[src/rtl/sub_pkg.sv]
// Shared definitions for the digit-serial subtractor: FSM encoding and default sizes.
package sub_pkg;

    localparam int SUB_WIDTH   = 32;
    localparam int SUB_DIGIT_W = 8;

    typedef enum logic [1:0] {
        ST_IDLE = 2'd0,
        ST_CALC = 2'd1,
        ST_DONE = 2'd2
    } state_e;

    // Signed overflow of a difference, judged from the operand and result sign bits.
    function automatic logic sub_overflow(input logic a_msb, input logic b_msb, input logic d_msb);
        return (a_msb != b_msb) && (d_msb != a_msb);
    endfunction

endpackage

[src/rtl/sub_digit.sv]
// One DIGIT_W-bit subtraction slice in carry form: d = a + ~b + ~bin, bout = ~carry.
module sub_digit
    import sub_pkg::*;
#(
    parameter int DIGIT_W = SUB_DIGIT_W
) (
    input  logic [DIGIT_W-1:0] a,
    input  logic [DIGIT_W-1:0] b,
    input  logic               bin,
    output logic [DIGIT_W-1:0] d,
    output logic               bout
);

    logic [DIGIT_W:0] sum_s;

    assign sum_s = {1'b0, a} + {1'b0, ~b} + {{DIGIT_W{1'b0}}, ~bin};
    assign d     = sum_s[DIGIT_W-1:0];
    assign bout  = ~sum_s[DIGIT_W];

endmodule

[src/rtl/serial_subtractor32.sv]
// Digit-serial subtractor D = A - B - Bin, LS digit first, valid/ready on both sides.
// Optional signed-overflow output V is built when SUB_OVERFLOW_EN is defined.
module serial_subtractor32
    import sub_pkg::*;
#(
    parameter int WIDTH   = SUB_WIDTH,
    parameter int DIGIT_W = SUB_DIGIT_W
) (
    input  logic             clk,
    input  logic             rst,
    input  logic             in_valid,
    output logic             in_ready,
    input  logic [WIDTH-1:0] A,
    input  logic [WIDTH-1:0] B,
    input  logic             Bin,
    output logic             out_valid,
    input  logic             out_ready,
    output logic [WIDTH-1:0] D,
    output logic             Bout
`ifdef SUB_OVERFLOW_EN
    ,
    output logic             V
`endif
);

    localparam int NDIG  = WIDTH / DIGIT_W;
    localparam int CNT_W = (NDIG > 1) ? $clog2(NDIG) : 1;

    generate
        if ((WIDTH % DIGIT_W) != 0) begin : g_bad_digit
            $error("serial_subtractor32: WIDTH must be a multiple of DIGIT_W");
        end
    endgenerate

    state_e             state_q, state_d;
    logic [WIDTH-1:0]   a_q, b_q, d_q;
    logic               borrow_q;
    logic               bout_q;
    logic [CNT_W-1:0]   cnt_q;
    logic               in_ready_q, in_ready_d;
    logic               out_valid_q, out_valid_d;

    logic               accept_s;
    logic               last_s;
    logic [DIGIT_W-1:0] dig_s;
    logic               dig_bout_s;
    logic [WIDTH-1:0]   dig_ext_s;
    logic [WIDTH-1:0]   d_shift_s;

    assign accept_s  = in_valid && in_ready_q;
    assign last_s    = (cnt_q == CNT_W'(NDIG - 1));
    assign dig_ext_s = WIDTH'(dig_s);
    // Result digits enter at the MSB end so the first digit ends up at bit 0.
    assign d_shift_s = (d_q >> DIGIT_W) | (dig_ext_s << (WIDTH - DIGIT_W));

    sub_digit #(
        .DIGIT_W (DIGIT_W)
    ) u_digit (
        .a    (a_q[DIGIT_W-1:0]),
        .b    (b_q[DIGIT_W-1:0]),
        .bin  (borrow_q),
        .d    (dig_s),
        .bout (dig_bout_s)
    );

    // State register.
    always_ff @(posedge clk) begin
        if (rst) begin
            state_q <= ST_IDLE;
        end else begin
            state_q <= state_d;
        end
    end

    // Next-state logic; the unused encoding falls back to IDLE.
    always_comb begin
        state_d = ST_IDLE;
        case (state_q)
            ST_IDLE: begin
                if (accept_s) begin
                    state_d = ST_CALC;
                end else begin
                    state_d = ST_IDLE;
                end
            end
            ST_CALC: begin
                if (last_s) begin
                    state_d = ST_DONE;
                end else begin
                    state_d = ST_CALC;
                end
            end
            ST_DONE: begin
                if (out_valid_q && out_ready) begin
                    state_d = ST_IDLE;
                end else begin
                    state_d = ST_DONE;
                end
            end
            default: begin
                state_d = ST_IDLE;
            end
        endcase
    end

    // Handshake outputs follow the upcoming state so they come straight from flops.
    always_comb begin
        in_ready_d  = 1'b0;
        out_valid_d = 1'b0;
        if (state_d == ST_IDLE) begin
            in_ready_d = 1'b1;
        end else begin
            in_ready_d = 1'b0;
        end
        if (state_d == ST_DONE) begin
            out_valid_d = 1'b1;
        end else begin
            out_valid_d = 1'b0;
        end
    end

    // Operand shift registers, borrow chain, digit counter and result registers.
    always_ff @(posedge clk) begin
        if (rst) begin
            a_q         <= '0;
            b_q         <= '0;
            d_q         <= '0;
            borrow_q    <= 1'b0;
            bout_q      <= 1'b0;
            cnt_q       <= '0;
            in_ready_q  <= 1'b1;
            out_valid_q <= 1'b0;
        end else begin
            in_ready_q  <= in_ready_d;
            out_valid_q <= out_valid_d;
            case (state_q)
                ST_IDLE: begin
                    if (accept_s) begin
                        a_q      <= A;
                        b_q      <= B;
                        borrow_q <= Bin;
                        cnt_q    <= '0;
                    end
                end
                ST_CALC: begin
                    a_q      <= a_q >> DIGIT_W;
                    b_q      <= b_q >> DIGIT_W;
                    d_q      <= d_shift_s;
                    borrow_q <= dig_bout_s;
                    cnt_q    <= cnt_q + CNT_W'(1);
                    if (last_s) begin
                        bout_q <= dig_bout_s;
                    end
                end
                default: begin
                end
            endcase
        end
    end

`ifdef SUB_OVERFLOW_EN
    logic v_q;

    // On the last digit the low slices of a_q/b_q hold the operand sign bits.
    always_ff @(posedge clk) begin
        if (rst) begin
            v_q <= 1'b0;
        end else if ((state_q == ST_CALC) && last_s) begin
            v_q <= sub_overflow(a_q[DIGIT_W-1], b_q[DIGIT_W-1], dig_s[DIGIT_W-1]);
        end else begin
            v_q <= v_q;
        end
    end

    assign V = v_q;
`endif

    assign in_ready  = in_ready_q;
    assign out_valid = out_valid_q;
    assign D         = d_q;
    assign Bout      = bout_q;

endmodule

[config.mk]
export PLATFORM = sky130hd
export DESIGN_NAME = serial_subtractor32
export DESIGN_NICKNAME = d
export VERILOG_FILES = /design/src/rtl/sub_pkg.sv /design/src/rtl/sub_digit.sv /design/src/rtl/serial_subtractor32.sv
export SDC_FILE = /design/constraint.sdc
export NUM_CORES = 1
export LEC_CHECK = 0
export ABC_AREA = 1
export CAP_MARGIN = 20
export CORE_AREA = 3 3 93 103
export DETAILED_ROUTE_END_ITERATION = 10
export DIE_AREA = 0 0 96 106
export DONT_BUFFER_PORTS = 1
export GPL_TIMING_DRIVEN = 0
export PLACE_DENSITY = 0.68
export SETUP_SLACK_MARGIN = 0.1
export SYNTH_ARGS = -nofsm -noshare
export SYNTH_HDL_FRONTEND = slang
export SYNTH_SLANG_ARGS = --single-unit
[constraint.sdc]
create_clock -name clk -period 2.6 [get_ports clk]
set_input_delay 0.52 -clock clk [delete_from_list [all_inputs] [get_ports clk]]
set_output_delay 0.52 -clock clk [all_outputs]
set_load 0.1 [all_outputs]
==> results.yml <==
finish:
  final_cell_area_sq_mm: 0.00495
  drive_gt1_share_pct: 11.9
  nets: 694
  area_delta_synth_final_pct: 7.45
  diodes: 0
  final_util_pct: 57.9
worst_hold_path:
  hp-class: "in -> reg"
  hp-start: "A[4]"
  holdPathEnd: "a_q[4]"
  holdPathStages: 2
floorplan:
  initial_core_util_pct: 53.9
  coreArea_sq_mm: 0.00854
  die_y_microns: 106
  num_io_pins: 104
  rows: 35
  dieArea_sq_mm: 0.0102
  fp.dieW_microns: 96
place:
  gp_congestion: 0.854
  hpwl_microns: 8630
  post_dp_cell_area_sq_mm: 0.00474
  place_ws_ps: 417
  portBuffers: 0
timing:
  hold_ws_ps: 299
  fin_crit_ps: 2200
  setup_viol: 0
  fmax_ghz: 0.455
  fin_crit_sh_pct: 84.6
  maxSlewHeadroom_pct: 33.9
  setup_tns_ps: 0
  setup_slack_ps: 401
  rsz0062_at_grt: "false"
  maxSlewViolCount: 0
  hold_violations: 0
  worstMarginPinSlew_ps: 991
  clock_skew_ps: 13.2
critical_path:
  r2r_end: "b_q[20]"
  crit_top_cell: "nand2_4"
  r2r_start: "in_ready"
  cpLargestDelayFamily: "flip-flops"
  criticalPathCategory: "reg -> reg"
  slowest_delay_ps: 980
  reg2reg_slack_ps: 400
  cp.arrival_ps: 2450
  cp.required_ps: 2850
  reg2reg_depth: 8
  endpoint_kind: "flip-flop"
  slowest_stage: "dfxtp_1"
  worstSetupStartpointType: "flip-flop"
  crit_chain: "nand2_1 -> inv_1 -> nand2_4 -> nand2_4 -> inv_2 -> buf_2 -> o21ai_0 -> a21oi_1"
  path_buf_inv: 3
  worstPathMaxFanout: 10
synthesis:
  synth_nets: 683
  synth_warnings: 0
  synth_edf_count: 0
  syn_area_sq_mm: 0.00460
  synthArstFlopShare_pct: 0
  synthTopCellsByCount: "dfxtp_1 (104), nand2_1 (103), inv_1 (89)"
  syn_avg_cell_area_sq_um: 7.62
  ys_types: 25
  synthCells: 604
  netlist.top_cell.by_area: "dfxtp_1"
  yosys_most_used_dff: "dfxtp_1"
  yosysMostFrequentCell: "dfxtp_1"
  synth_top_area_share_pct: 45.2
  seq_area_frac_synth_pct: 45.2
  synthTopCellsByArea: "dfxtp_1 (45%), o21ai_0 (8.7%), nand2_1 (8.4%)"
  ys_ff_latch: 104
cts:
  cts_buffers: 9
  cts-htree-levels: 3
  cts_buffer_depth: 2
  cts_tree: "done"
  cts_resized: 0
  clkSinkCount: 104
  postCtsHoldBufs: 0
  clk_latency_ps: 380
  postCtsSetupBuffers: 0
  ctsRootBufferMaster: "clkbuf_8"
  cts.clk_slew.worst_paths_ps: 110
pwr:
  sw_frac_of_total_pct: 35.0
  combPwrFrac_pct: 26.0
  switchingPower_uw: 1360
  power_density_mw_per_mm2: 788
  intPower_uw: 2530
  power_frac_clock_pct: 26.9
  power.leakage_uw: 0.00206
  pwr-share-seq_pct: 47.1
  vdd_ir_drop_max_v: 0.000347
detailed_routing:
  wl_microns: 10900
  drtAntennaViolNets: 0
  drt_iter0_drc: 151
  wl_per_cell_microns: 14.9
  num_vias: 3834
  first_pass_iters: 4
  vias_per_cell: 5.24
  drc: 0
status:
  outcome: "finished clean"
global_route:
  grt_pass1_vias: 3771
  grt_start_max_net_pins: 19
  antenna_found_initial: 0
  grt.overflow.total: 0
  grt_pass1_wl_microns: 17600
  grt_usage_pct: 22.2
flow_run:
  drv_cap: 0
layout make-up:
| cell class | count | area (sq um) |
|---|---|---|
| fillers | 871 | 3590 |
| flip-flops and latches | 104 | 2080 |
| multi-input cells | 348 | 1780 |
| plain buffers | 60 | 399 |
| inverters | 92 | 345 |
| well taps | 111 | 139 |
| clock buffers | 10 | 128 |
| clock inverters | 6 | 76.3 |
cells by family (layout without fill, tap and decap cells):
| group | after synthesis | count (layout) | share of synthesized area [%] |
|---|---|---|---|
| buf+inv | 152 | 168 | 16.2 |
| xor+xnor | 1 | 1 | 0.190 |
| simple gates | 130 | 130 | 11.7 |
| flops | 104 | 104 | 45.2 |
| fa+ha+maj | 10 | 10 | 3.04 |
| compound gates | 207 | 207 | 23.7 |
metal layers:
| layer | wire length, microns | share of wire, % | up-vias | GRT usage, % |
|---|---|---|---|---|
| met3 | 762 | 7.0 | 24 | 6.65 |
| met2 | 5310 | 49 | 96 | 37.5 |
| met1 | 4520 | 42 | 1745 | 26.1 |
| met4 | 284 | 2.6 | 0 | 8.23 |
| met5 | 0 | 0 | - | 0 |
| li1 | - | - | 1969 | - |
worst max path at each step:
stage	start	endpoint	slack (ps)	depth (start not counted)
2_1_floorplan	in_ready	b_q[1]	720	9
3_3_place_gp	in_ready	b_q[15]	400	9
3_5_place_dp	in_ready	b_q[20]	420	8
4_1_cts	in_ready	b_q[20]	390	8
5_1_grt	in_ready	b_q[20]	300	8
6_report	in_ready	b_q[20]	400	8
metrics by stage:
| step | cells | power [uW] |
|---|---|---|
| floorplan | 604 | 2690 |
| global placement | 715 | 2860 |
| detailed placement | 715 | 2890 |
| CTS | 731 | 3930 |
| global route | 731 | 4120 |
| finish | 731 | 3900 |
state kept, by name (all words and copies together), names as in the netlist:
| name | cells |
|---|---|
| cnt_q | 2 |
| in_ready | 1 |
| D | 32 |
| state_q | 2 |
| borrow_q | 1 |
| b_q | 32 |
| out_valid | 1 |
| a_q | 32 |
| Bout | 1 |
cell usage in the layout (no fill, tap or decap), drive strengths merged, types with 8 or more instances in the layout:
master	instances
o21ai	112
a31oi	16
nand2	106
ha	8
clkbuf	21
o22ai	17
nor2	12
buf	49
dfxtp	104
inv	94
nand3	11
a21oi	59
power groups by stage:
| stage | clock network (uW) | logic (uW) | registers (uW) |
|---|---|---|---|
| 6_report | 1050 | 1020 | 1840 |
| 5_1_grt | 1130 | 1140 | 1850 |
| 4_1_cts | 1070 | 1020 | 1840 |
| 3_5_place_dp | 0 | 1020 | 1870 |
| 3_3_place_gp | 0 | 997 | 1870 |
| 2_1_floorplan | 0 | 833 | 1850 |
No activity file was read; power rests on OpenSTA's default activity.
